==> config.mk <==
export PLATFORM = sky130hd
export DESIGN_NAME = seven_seg_scan_controller
export DESIGN_NICKNAME = d
export VERILOG_FILES = /design/src/rtl/seven_seg_scan_controller.sv
export SDC_FILE = /design/constraint.sdc
export NUM_CORES = 1
export LEC_CHECK = 0
export ABC_AREA = 1
export CAP_MARGIN = 30
export CORE_UTILIZATION = 51
export DETAILED_ROUTE_END_ITERATION = 8
export HOLD_SLACK_MARGIN = 0.05
export PLACE_DENSITY = 0.79
export RECOVER_POWER = 25
export SKIP_LAST_GASP = 1
export SYNTH_ARGS = -nofsm -noshare
export SYNTH_HDL_FRONTEND = slang
export SYNTH_SLANG_ARGS = --single-unit
==> constraint.sdc <==
create_clock -name clk -period 2.15 [get_ports clk]
set_clock_uncertainty 0.15 [all_clocks]
set_input_delay 0.43 -clock clk [delete_from_list [all_inputs] [get_ports clk]]
set_output_delay 0.43 -clock clk [all_outputs]
set_load 0.05 [all_outputs]
==> src/rtl/seven_seg_scan_controller.sv <==
// Time-multiplexed scan controller feeding one shared BCD decoder across DIGITS common-anode digits.
// Optional leading-zero blanking: define SEVEN_SEG_LEADING_ZERO_BLANK_EN.
module seven_seg_scan_controller #(
  parameter int DIGITS = 4,
  parameter int DWELL  = 1000,
  parameter int GAP    = 4
) (
  input  logic                  clk,
  input  logic                  rst,
  input  logic [4*DIGITS-1:0]   digits_in,
  input  logic                  load,
  output logic                  pending,
  output logic [3:0]            number_out,
  output logic [DIGITS-1:0]     anode_n,
  output logic                  frame_done
);

  localparam int IW   = (DIGITS > 1) ? $clog2(DIGITS) : 1;
  localparam int CMAX = (DWELL > GAP) ? DWELL : GAP;
  localparam int CW   = $clog2(CMAX);

  typedef enum logic {S_GAP, S_DRIVE} state_t;

  state_t                state, state_next;
  logic [CW-1:0]         cnt, cnt_next;
  logic [IW-1:0]         idx, idx_next;

  logic [4*DIGITS-1:0]   active, active_next;
  logic [4*DIGITS-1:0]   staged, staged_next;
  logic                  pending_next;
  logic [DIGITS-1:0]     anode_next;
  logic [DIGITS-1:0]     blank;
  logic [3:0]            number_next;
  logic                  frame_next;

  always_ff @(posedge clk) begin
    if (rst) begin
      state <= S_GAP;
      cnt   <= '0;
      idx   <= '0;
    end else begin
      state <= state_next;
      cnt   <= cnt_next;
      idx   <= idx_next;
    end
  end

  always_comb begin
    state_next = state;
    cnt_next   = cnt + 1'b1;
    idx_next   = idx;
    case (state)
      S_GAP: begin
        if (cnt == CW'(GAP - 1)) begin
          state_next = S_DRIVE;
          cnt_next   = '0;
        end
      end
      S_DRIVE: begin
        if (cnt == CW'(DWELL - 1)) begin
          state_next = S_GAP;
          cnt_next   = '0;
          idx_next   = (idx == IW'(DIGITS - 1)) ? '0 : idx + 1'b1;
        end
      end
      default: begin
        state_next = S_GAP;
        cnt_next   = '0;
      end
    endcase
  end

  // The registered frame_done marks the frame boundary; a load there bypasses staging.
  always_comb begin
    active_next  = active;
    staged_next  = staged;
    pending_next = pending;
    if (frame_done) begin
      if (load)
        active_next = digits_in;
      else if (pending)
        active_next = staged;
      pending_next = 1'b0;
    end else if (load) begin
      staged_next  = digits_in;
      pending_next = 1'b1;
    end
  end

`ifdef SEVEN_SEG_LEADING_ZERO_BLANK_EN
  logic zero_run;
  always_comb begin
    blank    = '0;
    zero_run = 1'b1;
    for (int k = DIGITS - 1; k >= 1; k--) begin
      zero_run = zero_run && (active[4*k +: 4] == 4'd0);
      blank[k] = zero_run;
    end
  end
`else
  always_comb begin
    blank = '0;
  end
`endif

  // Outputs are computed from the next state so they can be registered without extra latency.
  always_comb begin
    anode_next  = '1;
    number_next = number_out;
    frame_next  = (state_next == S_DRIVE) && (idx_next == IW'(DIGITS - 1)) &&
                  (cnt_next == CW'(DWELL - 1));
    for (int k = 0; k < DIGITS; k++) begin
      if (idx_next == IW'(k)) begin
        if (state_next == S_DRIVE && !blank[k])
          anode_next[k] = 1'b0;
        if (state_next == S_GAP && cnt_next == '0)
          number_next = active_next[4*k +: 4];
      end
    end
  end

  always_ff @(posedge clk) begin
    if (rst) begin
      active     <= '0;
      staged     <= '0;
      pending    <= 1'b0;
      anode_n    <= '1;
      number_out <= 4'd0;
      frame_done <= 1'b0;
    end else begin
      active     <= active_next;
      staged     <= staged_next;
      pending    <= pending_next;
      anode_n    <= anode_next;
      number_out <= number_next;
      frame_done <= frame_next;
    end
  end

endmodule
==> impl_metrics.csv, run 1 <==
group,metric,value,unit
run_status,status,"finished, violations left",
run_status,violations,"negative setup slack",
synth,synth_edf_count,0,
global_route,antenna_found_initial,0,
timing,relSlewSlack,66.2,%
timing,rsz0062_at_grt,"yes",
power,max-vdd-ir-drop,0.000482,V
min_path,hp-class,"reg2reg",
clock_tree,cts_root_buf,"clkbuf_8",
power,power,0.00217,W
timing,setup_viol,3,
worst_setup_path,setup.worst_path.end_class,"register",
placement,gp_congestion,0.934,
power,total_leakage_power,1.61,nW
die,core,5200,um2
min_path,whs_path_depth,2,
synth,ys.flop_type,"dfxtp_1",
global_route,grt_pass1_wl,12200,um
clock_tree,cts_made_buffers,5,
timing,worst_slack,-0.0656,ns
clock_tree,cts.sinks,55,
detailed_routing,via_per_inst,5.37,
clock_tree,cts.clk_slew.worst_paths,0.11,ns
die,rows,26,
global_route,grt_pass1_vias,2742,
power,power_density,580,nW/um2
clock_tree,cts_tree,"yes",
layout,finalNetCount,498,
worst_setup_path,reg2regPathDepth,15,
synth,syn-num-nets,436,
synth,avgSynthCellArea,6.81,um2
global_route,grt-ovfl-total,0,
timing,worst_slew_pin_slew,0.505,ns
layout,design_area,3740,um2
placement,dpl_cell_area,3410,um2
run,maxCapViolCount,0,
timing,hold_viol_final,0,
die,initial_utilization,54.3,%
global_route,grt_usage,25.9,%
synth,ys_types,36,
synth,syn_area,2830,um2
synth,netlist_instances,415,
detailed_routing,drc_errors,0,
clock_tree,hold_buffers,0,
placement,dpl.hpwl,5250,um
die,die-area,5840,um2
synth,ys_warn_count,0,
synth,seq_area_frac_synth,39.0,%
layout,layout-drive-gt1-share,24.1,%
detailed_routing,drt_iter0_markers,244,
die,die_w,76.4,um
placement,pre_cts_slack,-0.140,ns
layout,post-route-util,71.9,%
worst_setup_path,cp_max_fo,5,
clock_tree,clockBufferDepth,2,
global_route,grt_max_degree,30,
clock_tree,clk_latency,0.32,ns
placement,portBuffers,28,
die,fp.dieH,76.4,um
detailed_routing,wirelength,7500,um
detailed_routing,detail-route-antenna-nets,0,
worst_setup_path,cp_data_arrival_time,2.29,ns
worst_setup_path,startpoint_type,"register",
worst_setup_path,crit_required,2.22,ns
timing,finalCriticalPeriod,2.22,ns
timing,slew_viol_final,0,
detailed_routing,route.detailed.wl_per_inst,13.7,um
detailed_routing,dr.pass1.iters,5,
timing,clock.fmax,451,MHz
synth,ys_ff_latch,55,
layout,area_delta_synth_final,32.4,%
synth,ys_async_sr_fraction,0,%
timing,finalCritPeriodShare,103,%
layout,diodes,0,
clock_tree,htreeDepth,2,
detailed_routing,num_vias,2945,
worst_setup_path,path_class,"reg2reg",
die,pin_count,29,
[logic make-up after synthesis]
kind of cell | synth area share [%]
compound gates | 15.4
simple gates | 33.1
fa+ha+maj | 0.886
xor+xnor | 0.620
buf+inv | 11.0
flops | 39.0
[timing repair]
item	CTS	global route
pin swaps	12	23
gates resized for setup	25	21
setup buffers	2	4
endpoints found under the setup margin	4	5
[Yosys cell counts (9+ instances only)]
library cell | number | share of area, %
nor2_1 | 90 | 12
nand2_1 | 64 | 8.5
dfxtp_1 | 55 | 39
inv_1 | 51 | 6.8
o21ai_0 | 35 | 6.2
nand3_1 | 15 | 2.7
a21oi_1 | 13 | 2.3
clkbuf_1 | 13 | 1.7
a32oi_1 | 12 | 3.7
nand4_1 | 10 | 2.2
inv_2 | 9 | 1.2
[path summary, 6_finish.rpt]
path / slack, ns / from / end
hold / removal: 0.36 / active[6]$_SDFF_PP0_ / active[6]$_SDFF_PP0_
setup reg to reg: -0.07 / cnt[0]$_SDFF_PP0_ / number_out[1]$_SDFF_PP0_
hold reg to reg: 0.36 / active[6]$_SDFF_PP0_ / active[6]$_SDFF_PP0_
setup / recovery: -0.07 / cnt[0]$_SDFF_PP0_ / number_out[1]$_SDFF_PP0_
[where the power goes]
group	total [W]	switching (W)	internal (W)	leakage [nW]
logic	0.000360	0.000200	0.000160	1.09
registers	0.00108	0.0000242	0.00105	0.452
clock network	0.000734	0.000374	0.000360	0.0607
[per-stage QoR]
step                      std cells  setup TNS [ns]  hold WS, ns
after CTS                       544        -0.00647        0.365
after global routing            548          -0.665        0.397
final                           548          -0.159        0.360
after floorplan                 415               0        0.301
after global placement          535         -0.0917        0.322
after detailed placement        535          -0.470        0.336
[area by class of cell]
class / instances / area (um2)
clock buffer: 5 / 68.8
clock inverter: 3 / 50.0
fill: 419 / 1470
inverter: 62 / 236
multi-input combinational: 282 / 1560
sequential: 55 / 1110
tap: 70 / 87.6
timing repair buffer: 71 / 628
[routing by layer]
metal / part of all wire (%) / track usage [%] / vias up
met4: 1.7 / 10.0 / 0
met2: 47 / 40.1 / 109
met1: 45 / 35.5 / 1371
met3: 6.1 / 5.15 / 14
met5: 0 / 0 / -
li1: - / - / 1451
[sequential cells by signal, summed over array words and instances (netlist names)]
| signal | flops |
|---|---|
| staged | 16 |
| frame_done | 1 |
| number_out | 4 |
| idx | 2 |
| anode_n | 4 |
| state | 1 |
| active | 16 |
| cnt | 10 |
| pending | 1 |
[placed cells by master, fill, tap and decap left out, types with 2 or more instances in the layout]
cell type and n:
dfxtp_2 6, o21ai_1 4, nand2_2 12, clkbuf_8 5
nand4_1 10, nor2_2 3, nand3_4 3, inv_1 49
a32oi_1 12, nor3_2 2, o21ai_0 32, buf_6 4
inv_2 11, dfxtp_1 48, nand2_4 2, nand2_1 57
nor2_4 5, nor3_1 5, o21ai_4 3, nor2_1 87
a21oi_1 10, nand3_1 13, nand3_2 4, nor4_1 2
buf_4 39, a21oi_2 4, clkdlybuf4s50_1 27
[worst max-delay path, cell delays in order (launching register included)]
cell,delay [ns]
dfxtp_2,0.37
ha_4,0.18
nand2_4,0.08
nor3_4,0.12
nand3_2,0.12
nand2_4,0.12
inv_4,0.06
nand2_2,0.06
nand2_1,0.08
nor2_4,0.19
buf_6,0.12
nand3_2,0.10
nand2_1,0.09
nand3_1,0.11
nand2_2,0.11
a21oi_2,0.05
(Power assumes the default switching activity.)
==> inputs of run 2 (changes only) <==
--- a/config.mk
+++ b/config.mk
@@ -9,6 +9,6 @@
 export CAP_MARGIN = 30
-export CORE_UTILIZATION = 51
+export CORE_UTILIZATION = 25
 export DETAILED_ROUTE_END_ITERATION = 8
 export HOLD_SLACK_MARGIN = 0.05
-export PLACE_DENSITY = 0.79
+export PLACE_DENSITY = 0.46
 export RECOVER_POWER = 25
==> constraint.sdc (replaced) <==
create_clock -name clk -period 2.15 [get_ports clk]
set_clock_uncertainty 0.15 [all_clocks]
set_input_delay 0.215 -clock clk [delete_from_list [all_inputs] [get_ports clk]]
set_output_delay 0.215 -clock clk [all_outputs]
set_load 0.05 [all_outputs]
==> run 2 against run 1 <==
Net effect:
- the run now ends clean
- clock-buffer cell count stayed put
- total power is 5.6% higher
- final cell count is 13% higher
- register-to-register slack better by 0.09 ns
- design area is 3.2% higher
- sequential cell count stayed put
- critical endpoint unchanged
- largest cell class unchanged
- largest power group unchanged
==> impl_metrics.csv, run 2 (synthesized netlist as in run 1, its figures left out) <==
group,metric,value,unit
placement,gp_congestion,0.837,
global_route,grt_max_degree,30,
run_status,status,"completed",
layout,finalNetCount,499,
layout,diodes,0,
layout,top_regs,"active x16, staged x16, cnt x10",
global_route,grt_pass1_vias,2621,
worst_setup_path,cpPeakStageDelay,0.36,ns
run,maxCapViolCount,0,
worst_setup_path,worst-r2r-setup-slack,0.03,ns
die,die-area,11700,um2
detailed_routing,detail-route-antenna-nets,0,
timing,rsz0062_at_grt,"yes",
layout,post-route-util,35.3,%
die,die_w,108,um
detailed_routing,route.detailed.wl_per_inst,12.6,um
timing,slew_viol_final,0,
clock_tree,cts_made_buffers,5,
power,total_leakage_power,1.61,nW
global_route,grt_use_met1,19.6,%
die,core,10900,um2
worst_setup_path,startpoint_type,"register",
die,initial_utilization,25.8,%
power,power,0.00229,W
worst_setup_path,path_class,"reg2reg",
timing,worst_slew_pin_slew,0.555,ns
worst_setup_path,crit_required,2.19,ns
global_route,gr-usage-met3,2.77,%
clock_tree,clockBufferDepth,2,
layout,layout_common_cells,"nor2_1, nand2_1, inv_1, dfxtp_1, buf_4",
worst_setup_path,crit_slowest_cell,"dfxtp_4",
worst_setup_path,cpMostUsedCell,"nand2_1",
die,pin_count,29,
global_route,antenna_found_initial,0,
global_route,grt-ovfl-total,0,
global_route,grt_usage,14.1,%
detailed_routing,via_per_inst,4.51,
clock_tree,cts_root_buf,"clkbuf_16",
clock_tree,clk_latency,0.30,ns
placement,pre_cts_slack,-0.138,ns
worst_setup_path,crit_chain,"ha_4 -> buf_4 -> nand3_1 -> nor2_1 -> nand3_1 -> nand2_1 -> nor2_2 -> nand2_4 -> nor2_4 -> buf_6 -> nand4_1 -> nand2_1 -> inv_2 -> nand2_1 -> a21oi_1",
detailed_routing,drt_iter0_markers,120,
timing,hold_viol_final,0,
layout,layout-drive-gt1-share,23.6,%
clock_tree,cts.sinks,55,
timing,finalCritPeriodShare,98.7,%
min_path,whs_path_depth,2,
worst_setup_path,setup.worst_path.end_class,"register",
clock_tree,cts.clk_slew.worst_paths,0.08,ns
worst_setup_path,cp.depth,15,
timing,setup_viol,0,
worst_setup_path,critPathTopFamily,"simple AND/OR/NAND/NOR gates",
power,max-vdd-ir-drop,0.000267,V
min_path,hp-class,"reg2reg",
timing,hold_ws,0.350,ns
die,rows,38,
timing,clock.fmax,471,MHz
global_route,grt.busiest_layer,"met2",
layout,fin_cells,619,
clock_tree,htreeDepth,2,
layout,final_common_cell,"nor2_1",
power,power_density,594,nW/um2
global_route,grt_pass1_wl,12900,um
min_path,min_to,"active[6]$_SDFF_PP0_",
layout,nFillCells,1161,
worst_setup_path,cp_max_fo,8,
detailed_routing,dr.pass1.iters,4,
min_path,hp-start,"active[6]$_SDFF_PP0_",
detailed_routing,drc_errors,0,
worst_setup_path,reg2regPathDepth,15,
layout,area_delta_synth_final,36.6,%
worst_setup_path,worst-path-buf-inv,3,
worst_setup_path,timing.rr.start,"cnt[1]$_SDFF_PP0_",
placement,dpl.cell_count,607,
detailed_routing,num_vias,2792,
clock_tree,cts_tree,"yes",
placement,portBuffers,28,
timing,worst_slack,0.0281,ns
global_route,met2_usage,22.0,%
timing,relSlewSlack,62.9,%
placement,dpl.hpwl,5910,um
clock_tree,hold_buffers,0,
worst_setup_path,cp_data_arrival_time,2.16,ns
timing,finalCriticalPeriod,2.12,ns
detailed_routing,wirelength,7820,um
worst_setup_path,worstReg2RegEnd,"number_out[1]$_SDFF_PP0_",
die,fp.dieH,108,um
[run 2: worst max path at each step]
| stage | from | slack [ns] | endpoint |
|---|---|---|---|
| final | cnt[1]$_SDFF_PP0_ | 0.03 | number_out[1]$_SDFF_PP0_ |
| after global routing | cnt[1]$_SDFF_PP0_ | -0.12 | number_out[0]$_SDFF_PP0_ |
| after CTS | cnt[0]$_SDFF_PP0_ | 0.0003 | number_out[2]$_SDFF_PP0_ |
| after detailed placement | cnt[0]$_SDFF_PP0_ | -0.14 | number_out[1]$_SDFF_PP0_ |
| after global placement | cnt[0]$_SDFF_PP0_ | -0.10 | number_out[1]$_SDFF_PP0_ |
| after floorplan | cnt[0]$_SDFF_PP0_ | 0.06 | number_out[2]$_SDFF_PP0_ |
[run 2: final cells by class]
type	instances	area, um2	share of cell area [%]
Multi-Input combinational cell	282	1560	40.4
Sequential cell	55	1110	28.8
Timing Repair Buffer	72	619	16.1
Inverter	62	241	6.26
Tap cell	140	175	4.54
Clock buffer	5	125	3.24
Clock inverter	3	27.5	0.713
[run 2: per-layer routing]
layer / vias to the layer above / share of wire (%)
li1: 1457 / -
met1: 1295 / 51
met2: 32 / 45
met3: 8 / 2.8
met4: 0 / 1.4
met5: - / 0
[run 2: where the power goes]
| part | internal (W) | leakage, nW | switching [W] |
|---|---|---|---|
| clock | 0.000443 | 0.0719 | 0.000409 |
| combinational | 0.000168 | 1.09 | 0.000197 |
| sequential | 0.00105 | 0.452 | 0.0000221 |
| total | 0.00166 | 1.61 | 0.000628 |
[run 2: tightest hold or removal path, cell delays in order, from the launching register on]
cell     delay [ns]
dfxtp_1        0.31
a21oi_1        0.08
nor2_1         0.08
[run 2: metrics by stage]
| stage | cell area, um2 | setup TNS, ns |
|---|---|---|
| detailed placement | 3500 | -0.498 |
| CTS | 3730 | 0 |
| global placement | 3500 | -0.385 |
| global route | 3860 | -0.396 |
| finish | 3860 | 0 |
| floorplan | 2830 | 0 |
[run 2: repair_timing]
action                     4_1_cts  5_1_grt
pin swaps                        3       10
buffers inserted                 2        2
setup endpoints to repair        4        6
gates cloned                     0        0
gates resized for setup         13       34
==> inputs of run 3 (changes only) <==
PLACE_DENSITY = not set   (was 0.46)
clock period = 2 ns   (was 2.15 ns; I/O delays follow)
==> run 3 against run 2 <==
Net effect:
- the run now ends with negative setup slack left
- final cell count grew 3.1%
- sequential share of layout area shrank 1.3 points
- largest cell class unchanged
- combinational power grew 25%
- clock power grew 3.9%
- total power grew 8.8%
==> impl_metrics.csv, run 3 (synthesized netlist as in run 1, its figures left out) <==
group,metric,value,unit
placement,dpl_cell_area,3650,um2
worst_setup_path,crit_required,2.04,ns
clock_tree,hold_buffers,0,
power,total_leakage_power,1.73,nW
layout,finalNetCount,518,
detailed_routing,detail-route-antenna-nets,0,
power,max-vdd-ir-drop,0.000331,V
clock_tree,cts_made_buffers,5,
die,die_w,108,um
timing,worst_slew_pin_slew,0.563,ns
min_path,hp-class,"reg2reg",
timing,relSlewSlack,62.4,%
clock_tree,cts.sinks,55,
worst_setup_path,cpPeakStageDelay,0.35,ns
worst_setup_path,cp_max_fo,5,
global_route,grt_usage,14.2,%
layout,final_common_cell,"nor2_1",
layout,layout-drive-gt1-share,28.5,%
detailed_routing,drt_iter0_markers,173,
min_path,whs_path_depth,2,
worst_setup_path,critPathTopFamily,"simple AND/OR/NAND/NOR gates",
global_route,antenna_found_initial,0,
placement,dpl.cell_count,621,
clock_tree,cts.clk_slew.worst_paths,0.08,ns
timing,clock.fmax,458,MHz
worst_setup_path,startpoint_type,"register",
run,maxCapViolCount,0,
die,rows,38,
layout,fin_cells,638,
min_path,min_to,"active[6]$_SDFF_PP0_",
global_route,grt_max_degree,21,
clock_tree,clk_latency,0.30,ns
run_status,violations,"negative setup slack",
worst_setup_path,path_class,"reg2reg",
detailed_routing,drc_errors,0,
detailed_routing,via_per_inst,4.59,
global_route,grt-ovfl-total,0,
worst_setup_path,reg2regPathDepth,15,
detailed_routing,wirelength,7930,um
global_route,grt_pass1_wl,13100,um
worst_setup_path,worst-r2r-setup-slack,-0.19,ns
timing,rsz0062_at_grt,"yes",
layout,layout_common_cells,"nor2_1, buf_4, nand2_1",
timing,finalCritPeriodShare,109,%
layout,area_delta_synth_final,43.0,%
worst_setup_path,worst-path-buf-inv,2,
placement,portBuffers,28,
timing,slew_viol_final,0,
timing,finalSetupTns,-0.772,ns
layout,post-route-util,37.0,%
worst_setup_path,cpMostUsedCell,"nand2_2",
run_status,status,"finished, violations left",
timing,worst_slack,-0.185,ns
clock_tree,cts_tree,"yes",
die,core,10900,um2
worst_setup_path,cp_data_arrival_time,2.23,ns
layout,top_regs,"active x16, staged x16, cnt x10",
die,pin_count,29,
min_path,hp-start,"active[6]$_SDFF_PP0_",
placement,dpl.hpwl,5780,um
layout,diodes,0,
placement,gp_congestion,0.833,
clock_tree,clockBufferDepth,2,
worst_setup_path,crit_chain,"ha_4 -> inv_4 -> nor2_2 -> nand3b_1 -> nand2_1 -> nand2_2 -> nor2_2 -> nand2_2 -> nor2_4 -> buf_12 -> nand3_4 -> nand2_2 -> nand3_2 -> nand2_2 -> a21oi_2",
clock_tree,cts_root_buf,"clkbuf_16",
die,initial_utilization,25.8,%
detailed_routing,route.detailed.wl_per_inst,12.4,um
timing,setup_viol,5,
die,fp.dieH,108,um
worst_setup_path,crit_slowest_cell,"dfxtp_2",
clock_tree,htreeDepth,2,
timing,finalCriticalPeriod,2.19,ns
die,die-area,11700,um2
timing,hold_viol_final,0,
layout,nFillCells,1121,
worst_setup_path,worstReg2RegEnd,"number_out[3]$_SDFF_PP0_",
layout,design_area,4040,um2
global_route,grt_pass1_vias,2810,
worst_setup_path,setup.worst_path.end_class,"register",
worst_setup_path,timing.rr.start,"cnt[0]$_SDFF_PP0_",
detailed_routing,num_vias,2931,
power,power_density,617,nW/um2
detailed_routing,dr.pass1.iters,4,
-- run 3: cell types whose count changed in the layout (fill, tap and decap cells not counted), moves of 3 or more --
| cell | before | now |
|---|---|---|
| buf_4 | 40 | 60 |
| buf_6 | 4 | 1 |
| nand2_1 | 62 | 57 |
| nand2_2 | 5 | 11 |
| o21ai_0 | 35 | 32 |
| o21ai_1 | 0 | 4 |
-- run 3: tightest hold or removal path, stage by stage (launching register included) --
cell,delay (ns)
dfxtp_1,0.31
a21oi_1,0.08
nor2_1,0.08
-- run 3: how the worst max path moves through the flow --
stage / startpoint / end / slack (ns) / cells after the start
after global routing: cnt[0]$_SDFF_PP0_ / number_out[0]$_SDFF_PP0_ / -0.32 / 15
after floorplan: cnt[1]$_SDFF_PP0_ / number_out[2]$_SDFF_PP0_ / 0.02 / 15
final: cnt[0]$_SDFF_PP0_ / number_out[3]$_SDFF_PP0_ / -0.19 / 15
after detailed placement: cnt[1]$_SDFF_PP0_ / number_out[0]$_SDFF_PP0_ / -0.24 / 12
after global placement: cnt[1]$_SDFF_PP0_ / number_out[1]$_SDFF_PP0_ / -0.19 / 12
after CTS: cnt[1]$_SDFF_PP0_ / number_out[3]$_SDFF_PP0_ / -0.11 / 15
-- run 3: cell type report --
class	count	area [um2]	share of cell area, %
Sequential cell	55	1110	27.5
Inverter	62	241	5.98
Clock inverter	2	16.3	0.402
Clock buffer	6	129	3.19
Tap cell	140	175	4.33
Multi-Input combinational cell	282	1570	38.8
Timing Repair Buffer	91	800	19.8
-- run 3: stage by stage --
stage	hold WS, ns	total power, W	setup WS, ns
after CTS	0.355	0.00249	-0.112
after global placement	0.323	0.00154	-0.191
final	0.348	0.00249	-0.185
after floorplan	0.165	0.00138	0.0159
after global routing	0.377	0.00260	-0.324
after detailed placement	0.335	0.00155	-0.237
-- run 3: where the power goes --
part,internal [W],leakage (nW),switching (W)
Combinational,0.000223,1.21,0.000233
Sequential,0.00113,0.452,0.0000224
Clock,0.000471,0.0675,0.000415
Total,0.00182,1.73,0.000670
-- run 3: routing by layer --
metal / routed length [um] / global-route usage (%)
met5: 0 / 0
met4: 137 / 5.60
met3: 289 / 2.47
met2: 3790 / 23.6
met1: 3720 / 18.2
-- run 3: timing repair --
item,4_1_cts,5_1_grt
setup buffers,8,0
resized for setup,25,24
pin swaps,1,15
endpoints found under the setup margin,6,9
hold endpoints to repair,0,0
cloned,1,0
